<file path="src/rtl/cam_pkg.sv">
// Shared types and constants for the camera capture path.
// CAM_DECIMATE_EN selects 2:1 decimation in x and y, which narrows the output coordinates.
package cam_pkg;

    typedef enum logic [1:0] {
        WAIT_VSYNC = 2'd0,
        WAIT_FRAME = 2'd1,
        ACTIVE     = 2'd2
    } capture_state_t;

    localparam bit FIRST_BEAT_MSB = 1'b1;

`ifdef CAM_DECIMATE_EN
    localparam bit DECIMATE = 1'b1;
`else
    localparam bit DECIMATE = 1'b0;
`endif

    function automatic int cnt_w(input int n);
        return (n < 2) ? 1 : $clog2(n);
    endfunction

    function automatic int coord_w(input int n);
        return DECIMATE ? cnt_w((n + 1) / 2) : cnt_w(n);
    endfunction

endpackage

</file>
<file path="src/rtl/cam_capture_if.sv">
// Camera pins plus the pixel write stream; master = capture block, slave = sensor/consumer side.
// Coordinate widths follow cam_pkg::coord_w, so they shrink under CAM_DECIMATE_EN.
interface cam_capture_if #(
    parameter int DATA_WIDTH      = 8,
    parameter int BYTES_PER_PIXEL = 2,
    parameter int H_ACTIVE        = 320,
    parameter int V_ACTIVE        = 240
);
    import cam_pkg::*;

    localparam int PW  = DATA_WIDTH * BYTES_PER_PIXEL;
    localparam int HCW = coord_w(H_ACTIVE);
    localparam int VCW = coord_w(V_ACTIVE);

    logic                  cam_pclk_in;
    logic                  cam_vsync_in;
    logic                  cam_href_in;
    logic [DATA_WIDTH-1:0] cam_data_in;
    logic                  cam_xclk_out;
    logic                  cam_ready_out;
    logic [PW-1:0]         pixel_out;
    logic [HCW-1:0]        hcount_out;
    logic [VCW-1:0]        vcount_out;
    logic                  pixel_valid_out;
    logic                  frame_done_out;
    logic                  line_err_out;

    modport master (
        input  cam_pclk_in, cam_vsync_in, cam_href_in, cam_data_in,
        output cam_xclk_out, cam_ready_out, pixel_out, hcount_out, vcount_out,
               pixel_valid_out, frame_done_out, line_err_out
    );

    modport slave (
        output cam_pclk_in, cam_vsync_in, cam_href_in, cam_data_in,
        input  cam_xclk_out, cam_ready_out, pixel_out, hcount_out, vcount_out,
               pixel_valid_out, frame_done_out, line_err_out
    );

endinterface

</file>
<file path="src/rtl/cam_input_sync.sv">
// Synchronises camera pclk/vsync/href/data and emits a 1-cycle strobe per pclk rising edge.
// Latency SYNC_STAGES+1 cycles; no backpressure, the camera cannot be stalled.
module cam_input_sync #(
    parameter int DATA_WIDTH  = 8,
    parameter int SYNC_STAGES = 2
) (
    input  logic                  clk_65mhz,
    input  logic                  rst_in,
    input  logic                  pclk,
    input  logic                  vsync,
    input  logic                  href,
    input  logic [DATA_WIDTH-1:0] data,
    output logic                  sample_stb,
    output logic                  vsync_s,
    output logic                  href_s,
    output logic [DATA_WIDTH-1:0] data_s
);
    localparam int SW = DATA_WIDTH + 3;

    logic [SW-1:0] stage [SYNC_STAGES];
    logic          pclk_d;

    // href/data are taken from the same stage as the pclk edge so they stay aligned with the strobe
    always_ff @(posedge clk_65mhz) begin
        if (rst_in) begin
            for (int i = 0; i < SYNC_STAGES; i++) stage[i] <= '0;
            pclk_d     <= 1'b0;
            sample_stb <= 1'b0;
            vsync_s    <= 1'b0;
            href_s     <= 1'b0;
            data_s     <= '0;
        end else begin
            stage[0] <= {pclk, vsync, href, data};
            for (int i = 1; i < SYNC_STAGES; i++) stage[i] <= stage[i-1];
            pclk_d     <= stage[SYNC_STAGES-1][SW-1];
            sample_stb <= stage[SYNC_STAGES-1][SW-1] & ~pclk_d;
            vsync_s    <= stage[SYNC_STAGES-1][SW-2];
            href_s     <= stage[SYNC_STAGES-1][SW-3];
            data_s     <= stage[SYNC_STAGES-1][DATA_WIDTH-1:0];
        end
    end

endmodule

</file>
<file path="src/rtl/cam_capture.sv">
// Camera parallel-port capture: pixel assembly, x/y tagging, line checks, XCLK and power-up hold-off.
// Latency SYNC_STAGES+2 cycles pclk edge to pixel strobe; no backpressure. CAM_DECIMATE_EN keeps even x/y only.
module cam_capture
    import cam_pkg::*;
#(
    parameter int DATA_WIDTH      = 8,
    parameter int BYTES_PER_PIXEL = 2,
    parameter int H_ACTIVE        = 320,
    parameter int V_ACTIVE        = 240,
    parameter int SYNC_STAGES     = 2,
    parameter int XCLK_DIV        = 4,
    parameter int STARTUP_DELAY   = 65_000_000
) (
    input  logic          clk_65mhz,
    input  logic          rst_in,
    cam_capture_if.master cam
);
    localparam int PW  = DATA_WIDTH * BYTES_PER_PIXEL;
    localparam int HW  = coord_w(H_ACTIVE);
    localparam int VW  = coord_w(V_ACTIVE);
    localparam int XW  = $clog2(H_ACTIVE + 1);
    localparam int YW  = $clog2(V_ACTIVE + 1);
    localparam int SDW = $clog2(STARTUP_DELAY + 1);
    localparam int XCW = cnt_w(XCLK_DIV / 2);

    localparam logic [1:0]     LAST_BEAT = 2'(BYTES_PER_PIXEL - 1);
    localparam logic [XW-1:0]  X_MAX     = XW'(H_ACTIVE);
    localparam logic [YW-1:0]  Y_MAX     = YW'(V_ACTIVE);
    localparam logic [SDW-1:0] SD_LAST   = SDW'(STARTUP_DELAY - 1);
    localparam logic [XCW-1:0] XC_HALF   = XCW'(XCLK_DIV / 2 - 1);

    logic                  stb, vs, hr;
    logic [DATA_WIDTH-1:0] dat;

    cam_input_sync #(.DATA_WIDTH(DATA_WIDTH), .SYNC_STAGES(SYNC_STAGES)) u_sync (
        .clk_65mhz (clk_65mhz),
        .rst_in    (rst_in),
        .pclk      (cam.cam_pclk_in),
        .vsync     (cam.cam_vsync_in),
        .href      (cam.cam_href_in),
        .data      (cam.cam_data_in),
        .sample_stb(stb),
        .vsync_s   (vs),
        .href_s    (hr),
        .data_s    (dat)
    );

    capture_state_t state, state_nxt;
    logic [XW-1:0]  x;
    logic [YW-1:0]  y;
    logic [1:0]     byte_idx;
    logic           x_ovf, href_d;
    logic [PW-1:0]  pix_sr, pix_nxt;
    logic [SDW-1:0] start_cnt;
    logic [XCW-1:0] xclk_cnt;
    logic           beat, last_beat, line_end, line_bad, emit, keep;

    always_ff @(posedge clk_65mhz) begin
        if (rst_in) state <= WAIT_VSYNC;
        else        state <= state_nxt;
    end

    always_comb begin
        state_nxt = state;
        unique case (state)
            WAIT_VSYNC: if (vs)  state_nxt = WAIT_FRAME;
            WAIT_FRAME: if (!vs) state_nxt = ACTIVE;
            ACTIVE:     if (vs)  state_nxt = WAIT_FRAME;
            default:             state_nxt = WAIT_VSYNC;
        endcase
    end

    // vsync takes priority over a coincident sample: a line still open at vsync is closed, not extended
    assign beat      = (state == ACTIVE) && !vs && stb && hr;
    assign last_beat = beat && (byte_idx == LAST_BEAT);
    assign line_end  = (state == ACTIVE) && href_d && (vs || (stb && !hr));
    assign line_bad  = (x != X_MAX) || x_ovf || (byte_idx != 2'd0);
    assign keep      = DECIMATE ? (!x[0] && !y[0]) : 1'b1;
    assign emit      = last_beat && (x < X_MAX) && (y < Y_MAX) && keep && cam.cam_ready_out;
    assign pix_nxt   = FIRST_BEAT_MSB ? PW'({pix_sr, dat}) : PW'({dat, pix_sr} >> DATA_WIDTH);

    always_ff @(posedge clk_65mhz) begin
        if (rst_in) begin
            x                   <= '0;
            y                   <= '0;
            byte_idx            <= 2'd0;
            x_ovf               <= 1'b0;
            href_d              <= 1'b0;
            pix_sr              <= '0;
            cam.pixel_out       <= '0;
            cam.hcount_out      <= '0;
            cam.vcount_out      <= '0;
            cam.pixel_valid_out <= 1'b0;
            cam.frame_done_out  <= 1'b0;
            cam.line_err_out    <= 1'b0;
        end else begin
            cam.pixel_valid_out <= 1'b0;
            cam.frame_done_out  <= 1'b0;
            cam.line_err_out    <= 1'b0;
            if (state != ACTIVE) begin
                x        <= '0;
                y        <= '0;
                byte_idx <= 2'd0;
                x_ovf    <= 1'b0;
                href_d   <= 1'b0;
            end else begin
                if (stb && !vs) href_d <= hr;
                if (beat) begin
                    pix_sr   <= pix_nxt;
                    byte_idx <= last_beat ? 2'd0 : byte_idx + 2'd1;
                end
                // x parks at H_ACTIVE; x_ovf remembers that extra pixels arrived so the length check still fires
                if (last_beat) begin
                    if (x == X_MAX) x_ovf <= 1'b1;
                    else            x     <= x + XW'(1);
                end
                if (emit) begin
                    cam.pixel_out       <= pix_nxt;
                    cam.hcount_out      <= HW'(x >> DECIMATE);
                    cam.vcount_out      <= VW'(y >> DECIMATE);
                    cam.pixel_valid_out <= 1'b1;
                end
                if (line_end) begin
                    x        <= '0;
                    byte_idx <= 2'd0;
                    x_ovf    <= 1'b0;
                    href_d   <= 1'b0;
                    if ((x != '0 || x_ovf) && y != Y_MAX) y <= y + YW'(1);
                    cam.line_err_out <= line_bad;
                end
                if (vs) cam.frame_done_out <= 1'b1;
            end
        end
    end

    always_ff @(posedge clk_65mhz) begin
        if (rst_in) begin
            xclk_cnt          <= '0;
            cam.cam_xclk_out  <= 1'b0;
            start_cnt         <= '0;
            cam.cam_ready_out <= 1'b0;
        end else begin
            if (xclk_cnt == XC_HALF) begin
                xclk_cnt         <= '0;
                cam.cam_xclk_out <= ~cam.cam_xclk_out;
            end else begin
                xclk_cnt <= xclk_cnt + XCW'(1);
            end
            if (!cam.cam_ready_out) begin
                start_cnt <= start_cnt + SDW'(1);
                if (start_cnt == SD_LAST) cam.cam_ready_out <= 1'b1;
            end
        end
    end

endmodule
</file>
<file path="src/flat_wrapper.sv">
// flat-port wrapper written by rule: the top's interface ports become plain ports
module cam_capture_flat import cam_pkg::*;
#(
    parameter int DATA_WIDTH      = 8,
    parameter int BYTES_PER_PIXEL = 2,
    parameter int H_ACTIVE        = 320,
    parameter int V_ACTIVE        = 240,
    parameter int SYNC_STAGES     = 2,
    parameter int XCLK_DIV        = 4,
    parameter int STARTUP_DELAY   = 65_000_000
)
  (clk_65mhz, rst_in, cam_cam_pclk_in, cam_cam_vsync_in, cam_cam_href_in, cam_cam_data_in, cam_cam_xclk_out, cam_cam_ready_out, cam_pixel_out, cam_hcount_out, cam_vcount_out, cam_pixel_valid_out, cam_frame_done_out, cam_line_err_out);
  cam_capture_if #(.DATA_WIDTH(DATA_WIDTH), .BYTES_PER_PIXEL(BYTES_PER_PIXEL), .H_ACTIVE(H_ACTIVE), .V_ACTIVE(V_ACTIVE)) cam_i ();
  input  logic clk_65mhz;
  input  logic rst_in;
  input wire logic [$bits(cam_i.cam_pclk_in)-1:0] cam_cam_pclk_in;
  input wire logic [$bits(cam_i.cam_vsync_in)-1:0] cam_cam_vsync_in;
  input wire logic [$bits(cam_i.cam_href_in)-1:0] cam_cam_href_in;
  input wire logic [$bits(cam_i.cam_data_in)-1:0] cam_cam_data_in;
  output wire logic [$bits(cam_i.cam_xclk_out)-1:0] cam_cam_xclk_out;
  output wire logic [$bits(cam_i.cam_ready_out)-1:0] cam_cam_ready_out;
  output wire logic [$bits(cam_i.pixel_out)-1:0] cam_pixel_out;
  output wire logic [$bits(cam_i.hcount_out)-1:0] cam_hcount_out;
  output wire logic [$bits(cam_i.vcount_out)-1:0] cam_vcount_out;
  output wire logic [$bits(cam_i.pixel_valid_out)-1:0] cam_pixel_valid_out;
  output wire logic [$bits(cam_i.frame_done_out)-1:0] cam_frame_done_out;
  output wire logic [$bits(cam_i.line_err_out)-1:0] cam_line_err_out;
  assign cam_i.cam_pclk_in = cam_cam_pclk_in;
  assign cam_i.cam_vsync_in = cam_cam_vsync_in;
  assign cam_i.cam_href_in = cam_cam_href_in;
  assign cam_i.cam_data_in = cam_cam_data_in;
  assign cam_cam_xclk_out = cam_i.cam_xclk_out;
  assign cam_cam_ready_out = cam_i.cam_ready_out;
  assign cam_pixel_out = cam_i.pixel_out;
  assign cam_hcount_out = cam_i.hcount_out;
  assign cam_vcount_out = cam_i.vcount_out;
  assign cam_pixel_valid_out = cam_i.pixel_valid_out;
  assign cam_frame_done_out = cam_i.frame_done_out;
  assign cam_line_err_out = cam_i.line_err_out;
  cam_capture #(.DATA_WIDTH(DATA_WIDTH), .BYTES_PER_PIXEL(BYTES_PER_PIXEL), .H_ACTIVE(H_ACTIVE), .V_ACTIVE(V_ACTIVE), .SYNC_STAGES(SYNC_STAGES), .XCLK_DIV(XCLK_DIV), .STARTUP_DELAY(STARTUP_DELAY)) u_core (.clk_65mhz(clk_65mhz), .rst_in(rst_in), .cam(cam_i));
endmodule
</file>
<file path="config.mk">
export PLATFORM = sky130hd
export DESIGN_NAME = cam_capture_flat
export DESIGN_NICKNAME = d
export VERILOG_FILES = /design/src/rtl/cam_pkg.sv /design/src/rtl/cam_capture_if.sv /design/src/rtl/cam_input_sync.sv /design/src/rtl/cam_capture.sv /design/src/flat_wrapper.sv
export SDC_FILE = /design/constraint.sdc
export NUM_CORES = 1
export LEC_CHECK = 0
export BUFFER_PORTS_ARGS = -buffer_cell sky130_fd_sc_hd__buf_2
export CORE_MARGIN = 5
export CORE_UTILIZATION = 45
export CTS_BUF_LIST = sky130_fd_sc_hd__clkbuf_4
export DETAILED_ROUTE_END_ITERATION = 16
export HOLD_SLACK_MARGIN = 0.03
export PLACE_DENSITY = 0.69
export SYNTH_ARGS = -nofsm -noshare
export SYNTH_HDL_FRONTEND = slang
export SYNTH_HIERARCHICAL = 1
export SYNTH_SLANG_ARGS = --single-unit
export TNS_END_PERCENT = 10
</file>
<file path="constraint.sdc">
create_clock -name clk_65mhz -period 1.91 [get_ports clk_65mhz]
set_clock_uncertainty 0.2 [all_clocks]
set_input_delay 0 -clock clk_65mhz [delete_from_list [all_inputs] [get_ports clk_65mhz]]
set_output_delay 0 -clock clk_65mhz [all_outputs]
set_load 0.02 [all_outputs]
</file>
==> flow_results.org <==
** Die
- The core region is 11000 um^2.
- The die covers 13500 um^2.
- # rows :: 38
- The initial utilization of the core area, before any placement, comes to 46.3%.
- For this design the top-level I/O count stands at 51.
- The die is 116 um wide.
- The die is 116 um tall.

** Finish
- In the final layout, the share of cells above drive strength 1 is 27.8%.
- After routing the design area is 6560 um^2.
- Antenna fix cells :: 0
- For this run, the post-layout net count is 691.
- Summing all multi-input logic gate instances after layout gives 2430 um^2.
- Final Core Density :: 59.8%
- Across the whole layout, storage elements account for 2610 um^2.
- From synthesis to final layout, the design area changed by 29.0%.
- The filler cells instantiated in the layout total 932.

** Logic synthesis
- The synthesized design devotes to its leading area cell type 51.1% of total area.
- In this run, synthesis inferred 0 flip-flops with an integrated enable.
- Predominant post-synthesis flop cell :: sky130_fd_sc_hd__dfxtp_1
- Of all cell types, the one taking the most synthesized area is sky130_fd_sc_hd__dfxtp_1.
- Sequential share of the synthesized area :: 51.1%
- Each instance of the synthesized netlist takes up on average 9.22 um^2.
- Mapped Cells :: 552
- After synthesis the cells add up to 5090 um^2.
- Seq cells post-synth :: 130
- Number of unique standard cell types used by synthesis :: 46
- Yosys Warn Count :: 6
- Syn Nets :: 570
- Cells taking the most area after synthesis :: sky130_fd_sc_hd__dfxtp_1 (51%), sky130_fd_sc_hd__a21oi_1 (6.0%), sky130_fd_sc_hd__nand3_1 (5.1%)
- Counting flops with an async set or reset pin after synthesis yields a share of 0%.

** STA
- Worst relative slew slack :: 44.8%
- Static timing analysis puts the maximum clock frequency at 0.512 GHz.
- The worst path uses 102% of the clock period.
- For the pin with the worst max-slew slack, the measured transition is 0.828 ns.
- The number of failing hold endpoints at the final stage is 0.
- The max-slew violation count was 0.
- The worst path in the final design needs a cycle of 1.95 ns, including I/O delays and setup.
- Post-route setup slack :: -0.0450 ns
- Accumulated negative setup slack :: -0.0759 ns
- Unrepaired setup endpoints after global routing :: yes
- Setup violations remaining at the end of the flow were counted as 2.

** Critical path
- Data required time of the worst path :: 2.18 ns
- Critical path arrival :: 2.23 ns
- Of all nets on the critical path, the largest fanout is 7.
- STA classifies the critical path endpoint as a flip-flop.
- The setup path with the least slack is of type flip-flop to flip-flop.
- Launching element type of the critical path :: flip-flop

** Clock tree
- TritonCTS created 17 clock buffers.
- The tree built by TritonCTS fans out to 130 sinks.
- Clk pin slew, worst setup/hold paths :: 0.12 ns
- CTS tree :: yes
- Skew-Pair Late Insertion Delay :: 0.54 ns
- H-Tree Level Count :: 4
- Root buffer selected by CTS :: sky130_fd_sc_hd__clkbuf_4
- Number of buffers between clock root and the deepest sink :: 2

** Global route
- Entering global routing, the biggest net connects 86 pins.
- Total routing resource utilization after global routing :: 19.0%
- Number of global-route vias before repair :: 4325
- Number of antenna violations at the first check in global routing :: 0
- Global-route wire length before repair :: 20.5 mm
- Total grt overflow :: 0

** Detailed routing
- Once detail routing completed, the nets flagged for antenna violations numbered 0.
- For this run, design rule violations remaining after detail routing come to 0.
- Wirelength, routed :: 12.5 mm
- Drt pass-1 iters :: 5
- Violation count after the first detailed-routing iteration :: 297
- In the final routed layout, each cell accounts on average for 15.1 um.
- In the routed layout, each cell is associated on average with a via count of 5.54.
- Detailed-route via count :: 4572

** Power
- The worst-case IR drop observed on VDD is 0.000570 V.
- Pwr per Cell Area :: 731 nW/um^2
- In this run the static leakage power is 0.00248 uW.

** Place
- Half-perimeter wire length of the detailed placement result :: 8.03 mm
- Number of I/O port buffers :: 50
- The congestion estimate from routability-driven global placement came to 0.855.
- Cell area after placement :: 5880 um^2

** Hold path
- Type of the worst min-delay path :: input port to flip-flop

** Run status
- The final reports fail on setup timing.
- Run status :: finished, violations left

** Job
- Max-cap check violation count :: 0
==> cell type report <==
class,count,share of cell area [%]
multi-input combinational,378,37.1
tap,140,2.67
sequential,130,39.8
clock buffer,18,2.06
inverter,7,0.400
clock inverter,14,2.35
timing repair buffer,139,15.7
==> routing by layer <==
metal  share of wire [%]  track usage (%)  vias up
met1                  44             24.3     2151
met3                 7.0             5.23       19
met2                  47             30.5      149
met4                 1.7             7.89        0
met5                   0                0        -
li1                    -                -     2253
==> critical path, cell delays in order (launching register included) <==
cell and delay [ns]:
sky130_fd_sc_hd__dfxtp_2 0.34, sky130_fd_sc_hd__nand3b_4 0.17, sky130_fd_sc_hd__or4b_4 0.56, sky130_fd_sc_hd__or4_1 0.48
sky130_fd_sc_hd__a21oi_1 0.14
==> metrics by stage <==
stage | hold slack (ns) | total power, uW | cells | setup WS, ns
after floorplan | -0.128 | 2900 | 552 | -0.146
after global placement | 0.00875 | 2940 | 767 | 0.0121
after detailed placement | 0.0150 | 2940 | 767 | -0.109
after CTS | 0.136 | 4840 | 823 | -0.0572
after global routing | 0.190 | 5000 | 826 | -0.102
final | 0.207 | 4800 | 826 | -0.0450
==> Yosys cell counts (all sizes together) (13+ instances only) <==
cell and instances:
nand3 52, dfxtp 130, nor2b 37, o31ai 15, or3 13, a21oi 61, nor2 31, o21ai 46
nand4 18, clkbuf 31, nand2 13
==> registers in the layout (all words and copies together) (netlist names), 2 cells and up <==
signal,cells
u_core/state,2
u_core/x,9
u_core/byte_idx,2
u_core/u_sync/stage,22
u_core/start_cnt,26
u_core/cam.hcount_out,9
u_core/u_sync/data_s,8
u_core/cam.pixel_out,16
u_core/cam.vcount_out,8
u_core/y,8
u_core/pix_sr,8
==> repair_timing <==
item / in CTS / in global routing
pin swaps: 1 / 8
setup buffers: 1 / 2
endpoints found under the setup margin: 27 / 54
cloned: 0 / 1
endpoints found under the hold margin: 56 / 0
gates resized for setup: 6 / 45
hold buffers: 23 / 0
==> report_power, final <==
| part | total [uW] | switching (uW) | internal, uW |
|---|---|---|---|
| Sequential | 2770 | 16.2 | 2750 |
| Clock | 1880 | 1070 | 809 |
| Combinational | 155 | 75.0 | 80.2 |
| Total | 4800 | 1160 | 3640 |
==> final timing paths <==
path                                                              end  cells after the start                              from  slack [ns]
worst min register to register    u_core/u_sync/sample_stb$_SDFF_PP0_                      1   u_core/u_sync/pclk_d$_SDFF_PP0_        0.21
worst min-delay path            u_core/cam.vcount_out[6]$_SDFFE_PP0P_                      3                            rst_in        0.21
worst max register to register               u_core/x[2]$_SDFFE_PP0P_                      4  u_core/u_sync/vsync_s$_SDFF_PP0_       -0.04
worst max-delay path                         u_core/x[2]$_SDFFE_PP0P_                      4  u_core/u_sync/vsync_s$_SDFF_PP0_       -0.04
==> cells by family after synthesis <==
family | Yosys count | synth area share, %
fa+ha+maj | 5 | 1.23
flops | 130 | 51.1
compound gates | 132 | 14.3
buf+inv | 45 | 3.93
xor+xnor | 15 | 2.58
mux | 12 | 2.36
simple gates | 213 | 24.4
==> layout by cell type, fill, tap and decap left out, types with 7 or more instances in the layout <==
cell and instances:
sky130_fd_sc_hd__a21oi_1 56, sky130_fd_sc_hd__buf_2 49, sky130_fd_sc_hd__buf_4 61, sky130_fd_sc_hd__clkbuf_4 18, sky130_fd_sc_hd__dfxtp_1 122, sky130_fd_sc_hd__dfxtp_2 8
sky130_fd_sc_hd__dlygate4sd3_1 23, sky130_fd_sc_hd__inv_1 7, sky130_fd_sc_hd__mux2i_1 12, sky130_fd_sc_hd__nand2_1 13, sky130_fd_sc_hd__nand3_1 50, sky130_fd_sc_hd__nand4_1 18
sky130_fd_sc_hd__nor2_1 30, sky130_fd_sc_hd__nor2b_1 36, sky130_fd_sc_hd__o21ai_0 32, sky130_fd_sc_hd__o21ai_1 14, sky130_fd_sc_hd__o31ai_1 11, sky130_fd_sc_hd__or3_1 13
sky130_fd_sc_hd__or4_1 7, sky130_fd_sc_hd__xor2_1 10
No activity file was read; power rests on OpenSTA's default activity.
